$ cat config.mk
export PLATFORM = sky130hd
export DESIGN_NAME = uart_transceiver
export DESIGN_NICKNAME = d
export VERILOG_FILES = /design/src/rtl/uart_transceiver.sv
export SDC_FILE = /design/constraint.sdc
export NUM_CORES = 1
export LEC_CHECK = 0
export ABC_CLOCK_PERIOD_IN_PS = 5400
export CAP_MARGIN = 0
export CORE_ASPECT_RATIO = 0.8
export CORE_UTILIZATION = 23
export DETAILED_ROUTE_END_ITERATION = 8
export SLEW_MARGIN = 10
export SYNTH_ARGS = -nofsm -noshare
export SYNTH_HDL_FRONTEND = slang
export SYNTH_SLANG_ARGS = --single-unit
$ cat constraint.sdc
create_clock -name clk -period 5.4 [get_ports clk]
set_input_delay 1.08 -clock clk [delete_from_list [all_inputs] [get_ports clk]]
set_output_delay 1.08 -clock clk [all_outputs]
set_load 0.02 [all_outputs]
$ cat src/rtl/uart_transceiver.sv
// uart_transceiver: full-duplex 8N1 UART with AXI-Stream-style byte ports.
// RX deserializes rxd onto m_axis; TX serializes s_axis onto txd.
// Bit period is prescale*8 clocks (prescale 0 behaves as 1), latched per frame.
// Optional build macro UART_LOOPBACK_EN: the RX synchronizer takes the internal
// txd register instead of the rxd pin; txd still drives the pin.
module uart_transceiver #(
    parameter int DATA_WIDTH = 8
) (
    input  logic                  clk,
    input  logic                  rst,
    input  logic [15:0]           prescale,
    input  logic                  rxd,
    output logic [DATA_WIDTH-1:0] m_axis_tdata,
    output logic                  m_axis_tvalid,
    input  logic                  m_axis_tready,
    output logic                  rx_busy,
    output logic                  rx_overrun_error,
    output logic                  rx_frame_error,
    input  logic [DATA_WIDTH-1:0] s_axis_tdata,
    input  logic                  s_axis_tvalid,
    output logic                  s_axis_tready,
    output logic                  txd,
    output logic                  tx_busy
);
    localparam int BIT_CNT_W = $clog2(DATA_WIDTH + 1);
    localparam logic [BIT_CNT_W-1:0] LAST_BIT = BIT_CNT_W'(DATA_WIDTH - 1);

    typedef enum logic [2:0] {RX_IDLE, RX_START, RX_DATA, RX_STOP, RX_WAIT_HIGH} rx_state_t;
    typedef enum logic [1:0] {TX_IDLE, TX_START, TX_DATA, TX_STOP} tx_state_t;

    // A zero divider would stall the bit counters, so it is promoted to 1.
    function automatic logic [15:0] eff_prescale(input logic [15:0] p);
        return (p == 16'd0) ? 16'd1 : p;
    endfunction

    logic [15:0] prescale_eff_s;
    logic [18:0] bit_period_s;
    logic [18:0] half_period_s;
    logic        rx_line_s;

    assign prescale_eff_s = eff_prescale(prescale);
    assign bit_period_s   = {prescale_eff_s, 3'b000};
    assign half_period_s  = {1'b0, prescale_eff_s, 2'b00};

`ifdef UART_LOOPBACK_EN
    assign rx_line_s = txd;
`else
    assign rx_line_s = rxd;
`endif

    logic                  rx_meta_r;
    logic                  rx_sync_r;
    rx_state_t             rx_state_r;
    logic [18:0]           rx_cnt_r;
    logic [18:0]           rx_period_r;
    logic [BIT_CNT_W-1:0]  rx_bits_r;
    logic [DATA_WIDTH-1:0] rx_shift_r;

    tx_state_t             tx_state_r;
    logic [18:0]           tx_cnt_r;
    logic [18:0]           tx_period_r;
    logic [BIT_CNT_W-1:0]  tx_bits_r;
    logic [DATA_WIDTH-1:0] tx_shift_r;

    // Two-flop synchronizer for the asynchronous serial input, preset to idle-high.
    always_ff @(posedge clk) begin
        if (rst) begin
            rx_meta_r <= 1'b1;
            rx_sync_r <= 1'b1;
        end else begin
            rx_meta_r <= rx_line_s;
            rx_sync_r <= rx_meta_r;
        end
    end

    // Receive FSM: mid-bit sampling, byte hand-off to m_axis and error pulses.
    always_ff @(posedge clk) begin
        if (rst) begin
            rx_state_r       <= RX_IDLE;
            rx_cnt_r         <= 19'd0;
            rx_period_r      <= 19'd0;
            rx_bits_r        <= '0;
            rx_shift_r       <= '0;
            m_axis_tdata     <= '0;
            m_axis_tvalid    <= 1'b0;
            rx_busy          <= 1'b0;
            rx_overrun_error <= 1'b0;
            rx_frame_error   <= 1'b0;
        end else begin
            rx_overrun_error <= 1'b0;
            rx_frame_error   <= 1'b0;
            // A completing byte later in this block overrides the clear.
            if (m_axis_tvalid && m_axis_tready) begin
                m_axis_tvalid <= 1'b0;
            end
            case (rx_state_r)
                RX_IDLE: begin
                    if (!rx_sync_r) begin
                        rx_state_r  <= RX_START;
                        rx_busy     <= 1'b1;
                        rx_period_r <= bit_period_s;
                        rx_cnt_r    <= half_period_s - 19'd1;
                    end
                end
                RX_START: begin
                    if (rx_cnt_r != 19'd0) begin
                        rx_cnt_r <= rx_cnt_r - 19'd1;
                    end else if (rx_sync_r) begin
                        // Line back high at mid start bit: a glitch, not a frame.
                        rx_state_r <= RX_IDLE;
                        rx_busy    <= 1'b0;
                    end else begin
                        rx_state_r <= RX_DATA;
                        rx_cnt_r   <= rx_period_r - 19'd1;
                        rx_bits_r  <= '0;
                    end
                end
                RX_DATA: begin
                    if (rx_cnt_r != 19'd0) begin
                        rx_cnt_r <= rx_cnt_r - 19'd1;
                    end else begin
                        rx_shift_r <= {rx_sync_r, rx_shift_r[DATA_WIDTH-1:1]};
                        rx_cnt_r   <= rx_period_r - 19'd1;
                        if (rx_bits_r == LAST_BIT) begin
                            rx_state_r <= RX_STOP;
                        end else begin
                            rx_bits_r <= rx_bits_r + 1'b1;
                        end
                    end
                end
                RX_STOP: begin
                    if (rx_cnt_r != 19'd0) begin
                        rx_cnt_r <= rx_cnt_r - 19'd1;
                    end else begin
                        rx_busy <= 1'b0;
                        if (rx_sync_r) begin
                            m_axis_tdata  <= rx_shift_r;
                            m_axis_tvalid <= 1'b1;
                            if (m_axis_tvalid && !m_axis_tready) begin
                                rx_overrun_error <= 1'b1;
                            end
                            rx_state_r <= RX_IDLE;
                        end else begin
                            rx_frame_error <= 1'b1;
                            rx_state_r     <= RX_WAIT_HIGH;
                        end
                    end
                end
                RX_WAIT_HIGH: begin
                    // Hold off through a break so a long low does not start a frame.
                    if (rx_sync_r) begin
                        rx_state_r <= RX_IDLE;
                    end
                end
                default: begin
                    rx_state_r <= RX_IDLE;
                    rx_busy    <= 1'b0;
                end
            endcase
        end
    end

    // Transmit FSM: accept a byte, then shift start, data (LSB first) and stop bits.
    always_ff @(posedge clk) begin
        if (rst) begin
            tx_state_r    <= TX_IDLE;
            tx_cnt_r      <= 19'd0;
            tx_period_r   <= 19'd0;
            tx_bits_r     <= '0;
            tx_shift_r    <= '0;
            txd           <= 1'b1;
            tx_busy       <= 1'b0;
            s_axis_tready <= 1'b0;
        end else begin
            case (tx_state_r)
                TX_IDLE: begin
                    if (s_axis_tvalid && s_axis_tready) begin
                        tx_shift_r    <= s_axis_tdata;
                        s_axis_tready <= 1'b0;
                        tx_busy       <= 1'b1;
                        txd           <= 1'b0;
                        tx_period_r   <= bit_period_s;
                        tx_cnt_r      <= bit_period_s - 19'd1;
                        tx_state_r    <= TX_START;
                    end else begin
                        s_axis_tready <= 1'b1;
                    end
                end
                TX_START: begin
                    if (tx_cnt_r != 19'd0) begin
                        tx_cnt_r <= tx_cnt_r - 19'd1;
                    end else begin
                        txd        <= tx_shift_r[0];
                        tx_shift_r <= {1'b0, tx_shift_r[DATA_WIDTH-1:1]};
                        tx_bits_r  <= '0;
                        tx_cnt_r   <= tx_period_r - 19'd1;
                        tx_state_r <= TX_DATA;
                    end
                end
                TX_DATA: begin
                    if (tx_cnt_r != 19'd0) begin
                        tx_cnt_r <= tx_cnt_r - 19'd1;
                    end else begin
                        tx_cnt_r <= tx_period_r - 19'd1;
                        if (tx_bits_r == LAST_BIT) begin
                            txd        <= 1'b1;
                            tx_state_r <= TX_STOP;
                        end else begin
                            txd        <= tx_shift_r[0];
                            tx_shift_r <= {1'b0, tx_shift_r[DATA_WIDTH-1:1]};
                            tx_bits_r  <= tx_bits_r + 1'b1;
                        end
                    end
                end
                TX_STOP: begin
                    if (tx_cnt_r != 19'd0) begin
                        tx_cnt_r <= tx_cnt_r - 19'd1;
                    end else begin
                        tx_busy       <= 1'b0;
                        s_axis_tready <= 1'b1;
                        tx_state_r    <= TX_IDLE;
                    end
                end
                default: begin
                    tx_state_r    <= TX_IDLE;
                    txd           <= 1'b1;
                    tx_busy       <= 1'b0;
                    s_axis_tready <= 1'b0;
                end
            endcase
        end
    end
endmodule

* Word level (Yosys, flattened, before mapping) *
Index checks and enable logic that the tools add are counted.

storage, ports and cells
  input bits = 29
  logic and storage cells = 154
  output and inout bits = 15
  flip-flop bits (word level) = 116

cells by class
  multiplexer cells = 62
  eq/ne operators = 27
  reduce and logical (&&, ||, !) cells = 33
  add/sub/neg operators = 8
  bitwise gates (word level) = 4

operators by type and width
  operator                 number
  $mux W19                 8
  $sub A19 B1 Y19 const B  5
  $pmux W19 S4             1
  $pmux W19 S3             1
  $reduce_bool A19 Y1      2
  $ne A2 B2 Y1 const B     17
  $mux W8                  4
  $mux W4                  7
  $pmux W8 S3              1
  $mux W3                  7
  $reduce_and A5 Y1        4
  $sub A18 B1 Y19 const B  1
  $mux W1                  18
  $logic_not A16 Y1        1
  $mux W16                 1
  $pmux W4 S2              2
  $pmux W3 S5              1
  $mux W2                  6
  $reduce_and A4 Y1        3
  $reduce_and A2 Y1        5
  $add A4 B1 Y4 const B    2
  $eq A4 B3 Y1 const B     2
  $pmux W2 S4              1
  $eq A3 B2 Y1 const B     2
  21 further kinds         32

* Logic depth before layout (Yosys ltp) *
Gate-level depths: netlist of run 1.

  depth in word-level cells = 5
  gate-level depth with buffers = 11
  gate-level depth less buffers = 10

* Worst setup path before layout of run 1 *
OpenSTA, ideal clock, no wires.

  path kind = input to register
  start point = input prescale[7]
  end point = register rx_cnt_r[12]
  required time = 5.281 ns
  arrival time = 3.419 ns
  library setup time = 0.119 ns
  path buffers = 1
  slack = 1.862 ns
  stages = 10
  path through = clkbuf_1 or4_1 nor3_1 a31oi_1 ha_1 nor3b_1 nand3_1 xor2_1 o221ai_1 o221a_1

on the way
  longest elaborated chain between the ends = 5

RTL lines
  what                    line  text
  start: declaration      11    input logic [15:0] prescale,
  $logic_not A16 Y1       33    return (p == 16'd0) ? 16'd1 : p;
  $mux W16 *              33
  $sub A18 B1 Y19 *       102   rx_cnt_r <= half_period_s - 19'd1;
  $mux W19 *              98    if (!rx_sync_r) begin
  $pmux W19 S4 *          96    case (rx_state_r)
  end signal: assignment  102
  end signal: assignment  107   rx_cnt_r <= rx_cnt_r - 19'd1;
  end signal: assignment  114   rx_cnt_r <= rx_period_r - 19'd1;
  end: declaration        54    logic [18:0] rx_cnt_r;

Mark *: on every way between the ends. The rest lies on a longest branch, timed or not. The select of a mux whose other input is x is not followed.
A chain may end at the register's enable or synchronous reset.

* Worst setup path after layout of run 1 *
Ends and elaborated chain as after synthesis.

==> impl_metrics.toml, run 1 <==
[drt]
drcViolationCount = 0
ant_nets = 0
vias = 7164
first_pass_iters = 5
vias_per_cell = 5.275
routed_wl_um = 22320
drt_iter0_drc = 731
wl_per_cell_um = 16.43

[floorplanning]
coreArea_um2 = 29640
die_h_um = 158.2
start_util = 0.2367
dieArea_um2 = 31210
die_x_um = 197.3
io_pins = 44
row_count = 56

[synth]
netlist_top_cells_area = "dfxtp_1, a21oi_1, nand2_1, nor2_1, mux2i_1"
syn-cell-area_um2 = 7017
synthArstFlopShare = 0
postSynthRegisterBits = 116
ys_types = 72
yosys_warnings = 0
synth_edf_count = 0
synth.mux.area_fraction = 0.04422
synth_top_family_by_area = "simple AND/OR/NAND/NOR gates"
synthSimpleGateAreaFrac = 0.2839
yosysSeqAreaShare = 0.3310
synth_top_area_frac = 0.3310
synthCells = 919
synth_adder_area_share = 0.02318
synth_most_common_cell = "dfxtp_1"
synth_top_area_cell = "dfxtp_1"
synth_xor_area_frac = 0.05617
synth_compound_area_frac = 0.2161
syn-mean-instance-area_um2 = 7.635
synth_common_cells = "dfxtp_1, nand2_1, nor2_1"
ys.flop_type = "dfxtp_1"
syn-num-nets = 961

[clock_tree]
cts_resized = 0
htreeDepth = 4
insertion_delay_ps = 430
cts_setup_buffers = 0
cts_buffers = 17
clkSinkCount = 116
cts.path.max_buffers = 2
clk_pin_slew_ps = 60
holdBufCountCts = 0
cts_root_buf = "clkbuf_16"
cts_tree = "yes"

[layout]
final_nets = 981
post-route-util = 0.2823
multiInputGateArea_um2 = 4382
num_antenna_cells = 0
area_growth_syn_to_layout_pct = 19.22
nFillCells = 3195
drive_gt1_frac = 0.08088
seq_area_um2 = 2322

[global_route]
grt-ovfl-total = 0
grt_first_pass_wirelength_um = 35290
grt_pass1_vias = 6317
grt_util_all_layers = 0.1459
grt_max_degree = 61
antenna_found_initial = 0

[setup_path]
crit_required_ps = 5720
ff2ff_path_depth = 5
path_class = "input pin to flop"
arrival_ps = 4350
endpoint_kind = "flop"
startpoint_type = "input pin"
path_max_fanout = 9

[power]
ir_drop_v = 0.0002558
leakagePower_nw = 2.899
power.density_nw_per_um2 = 482.2
power_mw = 4.034

[placed_design]
dp_hpwl_um = 15990
portBuffers = 43
gp_congestion = 0.8912

[sta]
timing.fmax_mhz = 248.3
fin_skew_ps = 14.74
setup-tns-final_ps = 0
setup_viol = 0
max_slew.worst_pin.slew_ps = 1038
hold_violations = 0
period_share = 0.7458
relSlewSlack = 0.3082
grt_setup_unrepaired = "false"
maxSlewViolCount = 0
fin_crit_ps = 4028

[hold_path]
min_path_type = "flop to flop"
hold_depth = 1

[status]
status = "complete, no violations"

[run]
maxCapViolations = 0
## layer usage
layer,vias up,GRT usage,routed length [µm]
li1,3423,-,-
met1,3407,0.2184,11120
met2,302,0.2020,8994
met3,32,0.03515,1861
met4,0,0.04134,346
met5,-,0,0
## logic make-up (layout without fill, tap and decap cells)
logic type / Yosys count / after routing
AOI/OAI and AO/OA: 241 / 241
xor gates and xnor gates: 45 / 45
adders and majority gates: 13 / 13
buffers and inverters: 75 / 108
DFF: 116 / 116
muxes: 31 / 31
and+or+nand+nor: 398 / 398
## cell usage in the layout (no fill, tap or decap), drive strengths merged, types with 18 or more instances in the layout
cell / instances
inv: 20
nor3: 44
nand2: 106
a21oi: 85
o21ai: 57
nand4: 18
dfxtp: 116
nor4: 29
nor2: 88
clkdlybuf4s50: 42
nand3: 37
xor2: 21
xnor2: 24
clkbuf: 19
mux2i: 31
## path summary, 6_finish.rpt
path / start / end / slack [ps]
hold reg to reg: rx_meta_r$_SDFF_PP1_ / rx_sync_r$_SDFF_PP1_ / 410
setup reg to reg: tx_state_r[1]$_SDFFE_PP0P_ / tx_cnt_r[18]$_SDFFE_PP0P_ / 2350
hold / removal: rx_meta_r$_SDFF_PP1_ / rx_sync_r$_SDFF_PP1_ / 410
setup / recovery: prescale[7] / rx_cnt_r[12]$_SDFFE_PP0P_ / 1370
## registers in the layout, indices dropped and copies added, names as in the netlist, 2 cells and up
signal	flops
rx_period_r	16
rx_cnt_r	19
tx_period_r	16
tx_cnt_r	19
tx_bits_r	4
rx_shift_r	8
rx_state_r	3
tx_state_r	2
tx_shift_r	8
rx_bits_r	4
m_axis_tdata	8
## through the flow
step | cell area, µm² | std cells | hold WS [ps] | setup WS, ps
2_1_floorplan | 7017 | 919 | 389.5 | 1862
3_3_place_gp | 7812 | 1326 | 400.0 | 985.8
3_5_place_dp | 7812 | 1326 | 397.1 | 971.8
4_1_cts | 8366 | 1358 | 413.8 | 1425
5_1_grt | 8366 | 1358 | 425.3 | 1119
6_report | 8366 | 1358 | 412.5 | 1372
## cell type report
| cell class | instances | share of cell area |
|---|---|---|
| timing repair buffer | 56 | 0.06282 |
| inverter | 20 | 0.008974 |
| tap | 406 | 0.06072 |
| clock inverter | 13 | 0.01316 |
| clock buffer | 19 | 0.05295 |
| sequential | 116 | 0.2776 |
| multi-input combinational | 728 | 0.5238 |
## worst max-delay path, cell delays in order
cell	delay [ps]
clkdlybuf4s50_1	630
or4_1	260
nor3_1	70
buf_4	160
a31oi_1	430
ha_1	300
nor3b_1	500
nand3_1	160
xor2_1	310
o221ai_1	180
o221a_1	270
## power breakdown
part	internal, mW	total, mW	switching (mW)
Sequential	0.980	1.13	0.149
Combinational	0.619	1.82	1.20
Clock	0.641	1.08	0.443
Total	2.24	4.03	1.79
Note: power is estimated with default switching activity, not from simulation.
==> run 2: changes to the inputs <==
Settings changed: ABC_CLOCK_PERIOD_IN_PS 5400 to 4130.
Clock period 5.4 ns to 4.13 ns, I/O delays scaled along.
==> run 2 against run 1 <==
Sequential share of layout area is 0.38 points lower. Non-clock buffer count up 11. Final area is 1.4% higher. Critical path depth fell by 1. Sequential cell count did not move. Sequential power up 31%. Register-to-register slack got worse by 1200 ps. Critical path type unchanged. First-iteration DRC count decreased by 4.0%. Critical endpoint unchanged. Cell count is 0.81% higher. Routed wire length shrank 0.26%. Total power increased by 34%. Clock skew is 4.3 ps lower.
==> impl_metrics.toml, run 2 (synthesized netlist as in run 1, its figures left out) <==
[setup_path]
cp-endpoint = "rx_cnt_r[12]$_SDFFE_PP0P_"
arrival_ps = 3660
path_max_fanout = 5
cp_top_family = "simple AND/OR/NAND/NOR gates"
crit_required_ps = 4440
rr_endpoint = "m_axis_tdata[2]$_SDFFE_PP0P_"
crit_start = "prescale[15]"
path_class = "input pin to flop"
cp_cell_sequence = "clkdlybuf4s50_1, or4_1, nor3_1, a31oi_1, ha_1, nor3b_1, nand3_1, xor2_1, o221ai_1, o221a_1"
startpoint_type = "input pin"
critical_path_cell_count = 10
critical_path.max_stage_delay_ps = 630
endpoint_kind = "flop"
r2r-start = "rx_cnt_r[7]$_SDFFE_PP0P_"
critPathBufInv = 1
cp_slowest_cell = "or4_1"
r2r_setup_slack_ps = 1130
ff2ff_path_depth = 6

[drt]
drt_iter0_drc = 702
routed_wl_um = 22260
drcViolationCount = 0
ant_nets = 0
first_pass_iters = 5
wl_per_cell_um = 16.26
vias_per_cell = 5.221
vias = 7147

[sta]
period_share = 0.8112
max_slew.worst_pin.slew_ps = 1030
grt_setup_unrepaired = "false"
whs_ps = 414.8
fin_skew_ps = 10.42
hold_violations = 0
timing.fmax_mhz = 298.5
setup-tns-final_ps = 0
fin_crit_ps = 3350
maxSlewViolCount = 0
setup_viol = 0
relSlewSlack = 0.3069

[layout]
final_nets = 992
top_regs = "rx_cnt_r (19), tx_cnt_r (19)"
final_cell_mix = "dfxtp_1, nand2_1, nor2_1"
final_common_cell = "dfxtp_1"
area_growth_syn_to_layout_pct = 20.86
num_antenna_cells = 0
post-route-util = 0.2861
drive_gt1_frac = 0.09242
finalInstanceArea_um2 = 8481

[placed_design]
dp_hpwl_um = 15740
portBuffers = 43
placed_cell_area_um2 = 7895
gp_congestion = 0.9455

[global_route]
grt_pass1_vias = 6271
grt-ovfl-total = 0
grt_max_degree = 77
antenna_found_initial = 0
grt_util_all_layers = 0.1431
grt_first_pass_wirelength_um = 34860

[clock_tree]
cts_tree = "yes"
htreeDepth = 4
clk_pin_slew_ps = 60
cts_root_buf = "clkbuf_16"
cts.path.max_buffers = 2
cts_setup_buffers = 0
cts_buffers = 17
insertion_delay_ps = 420
holdBufCountCts = 0
clkSinkCount = 116
cts_resized = 0

[status]
status = "complete, no violations"

[floorplanning]
die_h_um = 158.2
row_count = 56
coreArea_um2 = 29640
start_util = 0.2367
io_pins = 44
die_x_um = 197.3
dieArea_um2 = 31210

[power]
leakagePower_nw = 2.971
ir_drop_v = 0.0003568
power.density_nw_per_um2 = 636.8

[run]
maxCapViolations = 0

[hold_path]
min_path_type = "flop to flop"
run 2: cell types whose count changed in the layout (fill, tap and decap cells not counted), sizes merged:
cell,before,now
buf,14,25
bufinv,1,2
clkinvlp,5,4
run 2: per-layer routing:
metal  up-vias  routed length, µm  track usage
met5         -                  0            0
met4         0                340      0.03913
met3        34               1777      0.03217
met2       285               8823       0.1923
met1      3397              11320       0.2205
li1       3431                  -            -
run 2: layout make-up:
type                    instances  area [µm²]
fillers                      3219       21160
multi-input cells             728        4382
flip-flops and latches        116        2322
repair buffers                 67       608.1
well taps                     406       508.0
clock buffers                  19       452.9
clock inverters                13       132.6
inverters                      20       75.07
run 2: worst min-delay path by stage:
stage / start / endpoint / slack [ps] / cells after the start
6_report: rx_meta_r$_SDFF_PP1_ / rx_sync_r$_SDFF_PP1_ / 410 / 1
5_1_grt: rx_meta_r$_SDFF_PP1_ / rx_sync_r$_SDFF_PP1_ / 430 / 1
4_1_cts: rx_meta_r$_SDFF_PP1_ / rx_sync_r$_SDFF_PP1_ / 420 / 1
3_5_place_dp: rx_meta_r$_SDFF_PP1_ / rx_sync_r$_SDFF_PP1_ / 400 / 1
3_3_place_gp: rx_meta_r$_SDFF_PP1_ / rx_sync_r$_SDFF_PP1_ / 400 / 1
2_1_floorplan: rx_meta_r$_SDFF_PP1_ / rx_sync_r$_SDFF_PP1_ / 390 / 1
run 2: worst reg2reg max path: cells and delay by family, from the launching register on:
family	cells	cell delay (ps)
and+or+nand+nor	5	2210
muxes	1	320
DFF	1	360
run 2: where the power goes:
| group | internal (mW) | switching [mW] | leakage (nW) |
|---|---|---|---|
| clock network | 0.915 | 0.566 | 0.281 |
| registers | 1.28 | 0.196 | 0.946 |
| logic | 0.846 | 1.60 | 1.74 |
| total | 3.04 | 2.36 | 2.97 |
run 2: metrics by stage:
step                      std cells  setup slack (ps)  total power [mW]
final                          1369             779.9             5.400
after global routing           1369             556.2             5.706
after CTS                      1369             855.1             5.351
after detailed placement       1337             419.3             3.853
after global placement         1337             526.0             3.816
after floorplan                 919             846.4             3.176
==> run 3: changes to the inputs <==
Settings changed: ABC_CLOCK_PERIOD_IN_PS 4130 to 3100.
Clock period 4.13 ns to 3.1 ns, I/O delays scaled along.
==> run 3 against run 2 <==
Final area is 3.9% higher. Highest routed layer unchanged. Critical path type unchanged. Largest cell class unchanged. Via count is 0.90% higher. Largest power group unchanged. Critical endpoint unchanged. Global-route usage is 0.54 points higher.
==> impl_metrics.toml, run 3 (synthesized netlist as in run 1, its figures left out) <==
[layout]
final_nets = 1028
finalInstanceArea_um2 = 8807
final_common_cell = "dfxtp_1"
nFillCells = 3191
layoutNonFillerInstCount = 1405
drive_gt1_frac = 0.1271
area_growth_syn_to_layout_pct = 25.52
final_cell_mix = "dfxtp_1, nand2_1, nor2_1"
top_regs = "rx_cnt_r (19), tx_cnt_r (19)"
num_antenna_cells = 0
post-route-util = 0.2972

[sta]
worst_slack_ps = 171.9
period_share = 0.9446
fin_crit_ps = 2928
hold_violations = 0
whs_ps = 436.3
setup_viol = 0
relSlewSlack = 0.3055
max_slew.worst_pin.slew_ps = 1032
setup-tns-final_ps = 0
timing.fmax_mhz = 341.5
grt_setup_unrepaired = "false"
maxSlewViolCount = 0
fin_skew_ps = 7.457

[hold_path]
worstHoldStart = "rx_meta_r$_SDFF_PP1_"
hold_depth = 1
min_path_type = "flop to flop"

[floorplanning]
start_util = 0.2367
coreArea_um2 = 29640
io_pins = 44
die_h_um = 158.2
dieArea_um2 = 31210
die_x_um = 197.3
row_count = 56

[drt]
routed.top_layer = "met4"
drt_iter0_drc = 785
wl_met3_um = 2074
wl_per_cell_um = 16.21
vias_per_cell = 5.132
first_pass_iters = 6
ant_nets = 0
vias = 7211
routed_wl_um = 22780
drcViolationCount = 0
met2_length_um = 8959
wl_met1_um = 11460

[status]
status = "complete, no violations"

[global_route]
grt-ovfl-total = 0
grt_max_degree = 65
antenna_found_initial = 0
grt_pass1_vias = 6435
grt_first_pass_wirelength_um = 36000
grt_util_all_layers = 0.1485

[setup_path]
r2r-start = "rx_cnt_r[16]$_SDFFE_PP0P_"
r2r_setup_slack_ps = 390
path_class = "input pin to flop"
ff2ff_path_depth = 5
crit_start = "prescale[7]"
cp_slowest_cell = "or4_1"
path_max_fanout = 3
cp_top_family = "simple AND/OR/NAND/NOR gates"
startpoint_type = "input pin"
crit_required_ps = 3410
cp-endpoint = "rx_cnt_r[12]$_SDFFE_PP0P_"
endpoint_kind = "flop"
arrival_ps = 3240
critical_path.max_stage_delay_ps = 580
cp_cell_sequence = "clkdlybuf4s50_1, or4_1, nor3_2, a31oi_1, ha_1, nor3b_1, nand3_1, xor2_1, o221ai_1, o221a_1"
critPathBufInv = 1
rr_endpoint = "rx_cnt_r[11]$_SDFFE_PP0P_"
critical_path_cell_count = 10

[clock_tree]
insertion_delay_ps = 420
cts_buffers = 17
cts.path.max_buffers = 2
clkSinkCount = 116
cts_tree = "yes"
clk_pin_slew_ps = 60
cts_root_buf = "clkbuf_16"
htreeDepth = 4
cts_setup_buffers = 0

[placed_design]
dp_slack_ps = -291.3
dp_hpwl_um = 16840
gp_congestion = 0.9646
portBuffers = 43
dp.cells = 1373
placed_cell_area_um2 = 8178

[power]
power_mw = 7.591
swShare = 0.4256
internal-power_mw = 4.361
leakagePower_nw = 3.160
p_seq_frac = 0.258
power.density_nw_per_um2 = 861.9
ir_drop_v = 0.0004703
p_clk_frac = 0.272
p_switching_mw = 3.231
combPwrFrac = 0.471

[run]
maxCapViolations = 0
-- run 3: changes by cell type in the layout (fill, tap and decap cells not counted), sizes merged --
cell,before,now
buf,25,61
inv,20,21
clkinv,7,6
clkbuf,19,18
bufinv,2,3
-- run 3: power by group through the flow --
stage               combinational [mW]  clock, mW  sequential [mW]
global route                      3.90       2.18             1.99
global placement                  3.45          0             1.97
CTS                               3.50       2.10             1.95
detailed placement                3.48          0             1.98
floorplan                         2.31          0             1.92
finish                            3.57       2.06             1.96
-- run 3: worst min-delay path by stage --
stage / endpoint
2_1_floorplan: rx_sync_r$_SDFF_PP1_
3_3_place_gp: rx_sync_r$_SDFF_PP1_
3_5_place_dp: rx_sync_r$_SDFF_PP1_
4_1_cts: rx_sync_r$_SDFF_PP1_
5_1_grt: rx_sync_r$_SDFF_PP1_
6_report: rx_sync_r$_SDFF_PP1_
-- run 3: per-layer routing --
metal / track usage / vias up
li1: - / 3513
met1: 0.2224 / 3386
met2: 0.2004 / 284
met3: 0.04644 / 28
met4: 0.03507 / 0
met5: 0 / -
-- run 3: area by class of cell --
cell class                 count  area, µm²  share of cell area
clock buffer                  18      439.2             0.04986
clock inverter                14      177.7             0.02017
inverter                      20      75.07            0.008524
multi-input combinational    728       4394              0.4989
sequential                   116       2322              0.2637
tap                          406      508.0             0.05768
timing repair buffer         103      890.9              0.1012
-- run 3: timing repair --
action / 4_1_cts / 5_1_grt
gates resized for setup: 0 / 2
setup endpoints to repair: 0 / 11
hold buffers: 0 / 0
endpoints found under the hold margin: 0 / 0
